[src/rtl/hall_call_registry.sv]
// Hall call registry: latches per-floor up/down hall calls, drives the lamps and
// offers undispatched calls round-robin to the building controller over valid/ack.
module hall_call_registry #(
    parameter int FLOOR_COUNT = 7,
    parameter int FLOOR_W     = 3,
    parameter int CNT_W       = 4
) (
    input  logic                   clk,
    input  logic                   reset,
    input  logic [FLOOR_COUNT-1:0] up_button,
    input  logic [FLOOR_COUNT-1:0] down_button,
    input  logic                   served_valid,
    input  logic [FLOOR_W-1:0]     served_floor,
    input  logic                   served_dir,
    output logic [FLOOR_W:0]       hall_request,
    output logic                   request_valid,
    input  logic                   request_ack,
    output logic [FLOOR_COUNT-1:0] up_lamp,
    output logic [FLOOR_COUNT-1:0] down_lamp,
    output logic [CNT_W-1:0]       pending_count
);
    localparam int NS = 2 ** (FLOOR_W + 1);
    // No up call exists at the top floor, no down call at the bottom floor.
    localparam logic [FLOOR_COUNT-1:0] UP_MASK = {1'b0, {(FLOOR_COUNT-1){1'b1}}};
    localparam logic [FLOOR_COUNT-1:0] DN_MASK = {{(FLOOR_COUNT-1){1'b1}}, 1'b0};

    typedef enum logic {IDLE, OFFER} state_t;

    state_t                 state_q;
    logic [FLOOR_W:0]       hall_req_q, ptr_q;
    logic                   req_valid_q;
    logic [FLOOR_COUNT-1:0] up_pend_q, up_pend_d, dn_pend_q, dn_pend_d;
    logic [FLOOR_COUNT-1:0] up_disp_q, up_disp_d, dn_disp_q, dn_disp_d;
    logic [FLOOR_COUNT-1:0] up_clr, dn_clr;
    logic [CNT_W-1:0]       cnt_q, cnt_d;
    logic [NS-1:0]          cand;
    logic [FLOOR_W:0]       idx, pick_slot;
    logic                   found, serve_ok, offer_served, accept;

    always_comb begin
        serve_ok     = served_valid && (32'(served_floor) < FLOOR_COUNT);
        offer_served = serve_ok && ({served_dir, served_floor} == hall_req_q);
        accept       = (state_q == OFFER) && request_ack && !offer_served;

        up_clr = '0;
        dn_clr = '0;
        for (int f = 0; f < FLOOR_COUNT; f++) begin
            if (serve_ok && served_floor == FLOOR_W'(f)) begin
                if (served_dir) up_clr[f] = 1'b1;
                else            dn_clr[f] = 1'b1;
            end
        end

        // Service is applied after the press so a same-cycle press is dropped.
        up_pend_d = (up_pend_q | (up_button & UP_MASK)) & ~up_clr;
        dn_pend_d = (dn_pend_q | (down_button & DN_MASK)) & ~dn_clr;
        up_disp_d = up_disp_q & ~up_clr;
        dn_disp_d = dn_disp_q & ~dn_clr;
        for (int f = 0; f < FLOOR_COUNT; f++) begin
            if (accept && hall_req_q[FLOOR_W-1:0] == FLOOR_W'(f)) begin
                if (hall_req_q[FLOOR_W]) up_disp_d[f] = 1'b1;
                else                     dn_disp_d[f] = 1'b1;
            end
        end

        cand = '0;
        for (int f = 0; f < FLOOR_COUNT; f++) begin
            cand[f]        = dn_pend_q[f] & ~dn_disp_q[f];
            cand[NS/2 + f] = up_pend_q[f] & ~up_disp_q[f];
        end

        // Search starts just past the pointer; the pointer slot itself is tried last.
        found     = 1'b0;
        pick_slot = '0;
        idx       = '0;
        for (int k = 1; k <= NS; k++) begin
            idx = ptr_q + (FLOOR_W+1)'(k);
            if (!found && cand[idx]) begin
                found     = 1'b1;
                pick_slot = idx;
            end
        end

        cnt_d = '0;
        for (int f = 0; f < FLOOR_COUNT; f++) begin
            cnt_d = cnt_d + CNT_W'(up_pend_d[f]) + CNT_W'(dn_pend_d[f]);
        end
    end

    always_ff @(posedge clk or negedge reset) begin
        if (!reset) begin
            up_pend_q <= '0;
            dn_pend_q <= '0;
            up_disp_q <= '0;
            dn_disp_q <= '0;
            cnt_q     <= '0;
        end else begin
            up_pend_q <= up_pend_d;
            dn_pend_q <= dn_pend_d;
            up_disp_q <= up_disp_d;
            dn_disp_q <= dn_disp_d;
            cnt_q     <= cnt_d;
        end
    end

    always_ff @(posedge clk or negedge reset) begin
        if (!reset) begin
            state_q     <= IDLE;
            hall_req_q  <= '0;
            req_valid_q <= 1'b0;
            ptr_q       <= '0;
        end else begin
            unique case (state_q)
                IDLE: begin
                    if (found) begin
                        hall_req_q  <= pick_slot;
                        req_valid_q <= 1'b1;
                        state_q     <= OFFER;
                    end
                end
                OFFER: begin
                    if (offer_served) begin
                        req_valid_q <= 1'b0;
                        state_q     <= IDLE;
                    end else if (request_ack) begin
                        ptr_q       <= hall_req_q;
                        req_valid_q <= 1'b0;
                        state_q     <= IDLE;
                    end
                end
            endcase
        end
    end

    assign hall_request  = hall_req_q;
    assign request_valid = req_valid_q;
    assign up_lamp       = up_pend_q;
    assign down_lamp     = dn_pend_q;
    assign pending_count = cnt_q;
endmodule
[config.mk]
export PLATFORM = sky130hd
export DESIGN_NAME = hall_call_registry
export DESIGN_NICKNAME = d
export VERILOG_FILES = /design/src/rtl/hall_call_registry.sv
export SDC_FILE = /design/constraint.sdc
export NUM_CORES = 1
export LEC_CHECK = 0
export BUFFER_PORTS_ARGS = -buffer_cell sky130_fd_sc_hd__buf_2
export CORE_UTILIZATION = 50
export CTS_CLUSTER_DIAMETER = 100
export DETAILED_ROUTE_END_ITERATION = 12
export GPL_ROUTABILITY_DRIVEN = 0
export PLACE_DENSITY = 0.78
export SYNTH_ARGS = -nofsm -noshare
export SYNTH_HDL_FRONTEND = slang
export SYNTH_SLANG_ARGS = --single-unit
[constraint.sdc]
create_clock -name clk -period 6.3 [get_ports clk]
set_input_delay 0.315 -clock clk [delete_from_list [all_inputs] [get_ports clk]]
set_output_delay 0.315 -clock clk [all_outputs]
set_load 0.05 [all_outputs]
After elaboration in Yosys (flattened, before gate mapping)
Cells that the tools add are included.
{"block": "totals", "out_inout_bits": 23, "ramBits": 0, "regBits": 42, "latchBits": 0, "word_cells": 277, "mem_bits_ro": 0, "input_bits": 22, "n_memories": 0}
{"block": "classes", "n_reduce_logical": 54, "n_bitwise": 38, "n_eq_ne": 15, "mux": 116, "shift": 0, "addsub": 28, "order_cmp": 17, "multipliers": 0, "div_mod_pow": 0}
{"op": "$mux W1", "n": 82}
{"op": "$lt A4 B5 Y1 const B", "n": 16}
{"op": "$bmux W1 S4", "n": 16}
{"op": "$mux W4", "n": 16}
{"op": "$add A4 B1 Y4", "n": 10}
{"op": "$logic_and A1 B1 Y1", "n": 33}
{"op": "$add A4 B4 Y4 const B", "n": 8}
{"op": "$and A7 B7 Y7", "n": 4}
{"op": "$eq A3 B3 Y1 const B", "n": 6}
{"op": "$add A4 B3 Y4 const B", "n": 4}
{"op": "$logic_not A1 Y1", "n": 16}
{"op": "$not A1 Y1", "n": 16}
{"op": "$and A1 B1 Y1", "n": 14}
{"op": "$not A7 Y7", "n": 2}
{"op": "$eq A3 B2 Y1 const B", "n": 4}
{"op": "$add A4 B2 Y4 const B", "n": 2}
{"op": "$or A7 B6 Y7", "n": 1}
{"op": "$or A7 B7 Y7", "n": 1}
{"op": "$eq A3 B1 Y1 const B", "n": 2}
{"op": "$logic_not A3 Y1", "n": 2}
{"op": "$add A3 B1 Y4", "n": 1}
{"op": "$add A4 B1 Y4 const B", "n": 1}
{"op": "$eq A4 B4 Y1", "n": 1}
{"op": "$pmux W1 S2", "n": 2}
{"op": "other kinds (7)", "n": 8}

Depth between registers and ports, before layout
{"block": "depth", "depth_word": 52, "ltp_mapped": 15, "depth_no_buf": 15}

Worst setup path before layout
OpenSTA, ideal clock, no wires.
{"block": "synth_timing", "kind": "register -> register", "from": "reg ptr_q[1]", "to": "reg hall_req_q[0] (netlist: hall_request[0])", "t_required_ns": 6.177, "setup_ns": 0.123, "path_stages_with_launch": 13, "slack_ns": 2.309, "n_path_buf": 3, "t_arrival_ns": 3.868, "period_less_slack_ns": 3.991, "cell_sequence": "dfrtp_1 clkbuf_1 inv_1 buf_1 ha_1 buf_2 mux4_2 a32o_1 a211oi_1 nand4_4 nor4_4 a41oi_2 o221a_1"}
{"block": "synth_between", "elab_chain_len": 50, "elab_cells_between_ends": 110, "cone_classes": "add/sub (15); mux (64); reduce/logical (31)"}
{"item": "start, declared", "line_no": "30", "text": "logic [FLOOR_W:0] hall_req_q, ptr_q;"}
{"item": "start signal, assigned", "line_no": "126", "text": "ptr_q <= hall_req_q;"}
{"item": "$add A4 B1 Y4", "line_no": "77", "text": "idx = ptr_q + (FLOOR_W+1)'(k);"}
{"item": "$bmux W1 S4", "line_no": "78", "text": "if (!found && cand[idx]) begin"}
{"item": "$mux W1 (not written as such)", "line_no": "78"}
{"item": "$mux W1", "line_no": "78"}
{"item": "$logic_not A1 Y1", "line_no": "78"}
{"item": "$logic_and A1 B1 Y1", "line_no": "78"}
{"item": "$mux W1", "line_no": "78"}
{"item": "$logic_not A1 Y1", "line_no": "78"}
{"item": "(+34 left out)"}
{"item": "$mux W1", "line_no": "78"}
{"item": "$logic_not A1 Y1", "line_no": "78"}
{"item": "$logic_and A1 B1 Y1", "line_no": "78"}
{"item": "$mux W1", "line_no": "78"}
{"item": "$logic_not A1 Y1", "line_no": "78"}
{"item": "$logic_and A1 B1 Y1", "line_no": "78"}
{"item": "$mux W1", "line_no": "78"}
{"item": "$reduce_and A2 Y1 (no source line)"}
{"item": "end signal, assigned", "line_no": "116", "text": "hall_req_q <= pick_slot;"}
{"item": "end, declared", "line_no": "30"}
Several ways; a longest one is shown, not always the timed one. The select of a mux whose other input is x is not followed.
A chain may end at the register's enable or synchronous reset.

Worst setup path after layout
{"block": "layout_timing", "from": "reg ptr_q[1]", "to": "reg hall_req_q[2] (netlist: hall_request[2])"}
Same word-level chain as after synthesis.

==> results.txt <==
Nets -> 620
Gr usage total -> 30.5%
Crit path arrival time -> 4.70 ns
Worst Setup Path Type -> reg -> reg
Port bufs -> 42
Mapped Nets -> 590
RSZ-0062 raised after global routing -> no
PostCTS Resize Cnt -> 0
H-tree depth -> 2
Vias in the first global route -> 4,607
Final setup skew -> 0.00995 ns
TritonCTS clock tree -> done
Routed Antenna Nets -> 0
Overflow after GRT -> 0
Root buffer cell -> clkbuf_8
Cts hold-fix bufs -> 0
Startpoint types -> register
Initial antenna violation count -> 0
Detailed placement HPWL -> 11.5 mm
First-pass DRT Iterations -> 5
First-pass GRT wire length -> 23.8 mm
Top cell type's share of synthesized area -> 21.4%
Clock sinks -> 42
Core area -> 9370 um2
Fill cells -> 858
CP Capture Type -> register
Critical Path RT -> 6.48 ns
DRC -> 0
Fmax -> 221 MHz
Worst Setup SP -> ptr_q[1]$_DFFE_PN0P_
Seq cells post-synth -> 42
Share of cells above drive strength 1 -> 19.0%
Largest family of logic cells by synthesized area -> simple AND/OR/NAND/NOR gates
Setup violations, final -> 0
Slew margin rel. -> 37.0%
Post-route minimum period -> 4.52 ns
Critical-path maximum fanout -> 16
Endpoints failing hold -> 0
Post-synth EDFFs -> 0
Largest net degree at the start of global routing -> 65
Total Wirelength -> 15.0 mm
Rows -> 35
Seq/Total Area, Yosys -> 21.4%
Fraction of registers with async set/reset -> 100%
Slowest stage delay, CP -> 0.83 ns
Largest cells by area after synthesis -> dfrtp_1, mux4_2, nand2_1
Total of max-cap violations -> 0
CTS Buf Count -> 5
Post-CTS Setup Bufs -> 0
DIE WIDTH -> 101 um
Xor and xnor area share after synthesis -> 3.33%
Synth Cell Area -> 4920 um2
I/O pin count -> 45
Synth cell types -> 82
Clk Latency, worst-skew pair -> 0.30 ns
Area grow syn2layout -> 7.78%
Via density -> 6.96
Cell taking the most area after synthesis -> dfrtp_1
Worst reg2reg startpoint -> ptr_q[1]$_DFFE_PN0P_
Antenna Cells -> 0
Mean Syn Cell Area -> 8.96 um2
Compound-Gate Fraction of Synth Area -> 22.9%
DIE AREA -> 10,200 um2
Initial Util -> 52.5%
Max Root-Sink Buffers -> 2
Final period utilization -> 71.7%
Worst-Margin Slew -> 0.944 ns
Post-synthesis mux area share -> 17.0%
Post-synth top flop -> dfrtp_1
Master of the slowest instance on the critical path -> a221oi_1
Most frequent CP cell -> a211oi_1
Mapped Cells -> 549
Via Count -> 4,938
Post-synthesis simple-gate area fraction -> 23.5%
Final setup TNS -> 0 ns
Clock slew at reported path FFs -> 0.08 ns
Synth Area in Adders -> 6.20%
DIE HEIGHT -> 101 um
Synth warnings -> 0
Crit-path cells -> inv_1 -> ha_1 -> xor2_1 -> o21ai_0 -> a221oi_1 -> a211oi_1 -> a311oi_1 -> a2111oi_0 -> a211oi_1 -> o211ai_1 -> a31o_1
Outcome -> finished clean
Max-slew violations -> 0
Hold crit path type -> in -> async
DR WL/cell -> 21.2 um
DR iter-0 viols -> 608
==> critical path: cells and delay by family (launching register included) <==
family | cells | cell delay [ns]
fa+ha+maj | 1 | 0.40
compound gates | 8 | 2.54
flops | 1 | 0.39
xor+xnor | 1 | 0.60
buf+inv | 1 | 0.47
==> cell usage after synthesis, types with 4 or more instances <==
library cell	number
o22ai_1	4
a22o_1	10
o211ai_1	8
and3b_1	4
nor3_1	6
nor2b_1	20
mux2_2	5
nor3b_1	5
xnor2_1	6
o21ai_0	31
nand3_1	12
fa_1	9
nand2_1	61
ha_1	10
a2111oi_0	4
and3_1	6
nor4b_1	4
dfrtp_1	42
mux4_2	26
nand2b_1	17
buf_2	11
a32o_1	4
o21a_1	7
inv_1	34
mux2i_1	18
a21o_1	4
a221oi_1	10
a221o_1	5
xor2_1	9
nor4bb_1	8
clkbuf_1	8
a21oi_1	27
a211oi_1	5
nor2_1	30
==> path summary, 6_finish.rpt <==
kind	cells after the start	slack, ns	endpoint
max	11	1.78	hall_request[2]$_DFFE_PN0P_
min	1	0.15	hall_request[2]$_DFFE_PN0P_
max reg2reg	11	1.78	hall_request[2]$_DFFE_PN0P_
min reg2reg	1	0.50	request_valid$_DFFE_PN0P_
max in group asynchronous	1	5.53	ptr_q[0]$_DFFE_PN0P_
min in group clk	2	0.23	state_q$_DFF_PN0_
==> cell families (layout without fill, tap and decap cells) <==
group	count (synthesis)	count (layout)
xor gates and xnor gates	17	17
buffers and inverters	64	95
AOI/OAI and AO/OA	155	155
adders and majority gates	19	19
muxes	50	50
DFF	42	42
and+or+nand+nor	202	202
==> routing by layer <==
layer / up-vias / track usage, % / part of all wire (%)
met5: - / 0 / 0
met4: 0 / 14.6 / 4.8
met3: 66 / 3.17 / 8.4
met2: 342 / 50.0 / 47
met1: 2375 / 40.6 / 40
li1: 2155 / - / -
==> final cells by class <==
| class | count | area, um2 | share of cell area [%] |
|---|---|---|---|
| Clock buffer | 6 | 82.6 | 1.56 |
| Clock inverter | 2 | 12.5 | 0.236 |
| Inverter | 38 | 144 | 2.71 |
| Multi-Input combinational cell | 443 | 3590 | 67.7 |
| Sequential cell | 42 | 1050 | 19.8 |
| Tap cell | 129 | 161 | 3.04 |
| Timing Repair Buffer | 49 | 263 | 4.95 |
==> cells in the final DEF (no fill, tap or decap), drive strengths merged, types with 6 or more instances in the layout <==
master	netlist	final
nand2	61	61
buf	18	49
dfrtp	42	42
inv	36	36
o21ai	32	32
nor2	30	30
a21oi	27	27
mux4	26	26
nor2b	20	20
mux2i	19	19
nand2b	17	17
nand3	12	12
a221oi	10	10
a22o	10	10
ha	10	10
xor2	9	9
fa	9	9
o211ai	8	8
nor4bb	8	8
xnor2	8	8
nor3	8	8
o21a	7	7
and3	6	6
clkbuf	8	6
==> stage by stage <==
| step | hold WS [ns] | worst slack, ns | cells | area (um2) | util (%) |
|---|---|---|---|---|---|
| after floorplan | 0.0194 | 2.31 | 549 | 4920 | - |
| after global placement | 0.461 | 2.09 | 701 | 5210 | 55.6 |
| after detailed placement | 0.465 | 1.99 | 701 | 5210 | 55.6 |
| after CTS | 0.176 | 1.94 | 709 | 5300 | 56.6 |
| after global routing | 0.227 | 1.58 | 709 | 5300 | 56.6 |
| final | 0.146 | 1.78 | 709 | 5300 | 56.6 |
==> state kept, by name, indices dropped and copies added, names as in the netlist <==
name and cells:
dn_disp_q 7, up_disp_q 7, hall_request 4, state_q 1
pending_count 4, request_valid 1, up_lamp 7, ptr_q 4
down_lamp 7
Power is not shown: default switching activity piles up to over one toggle a cycle in this logic, so the estimate is an artifact.
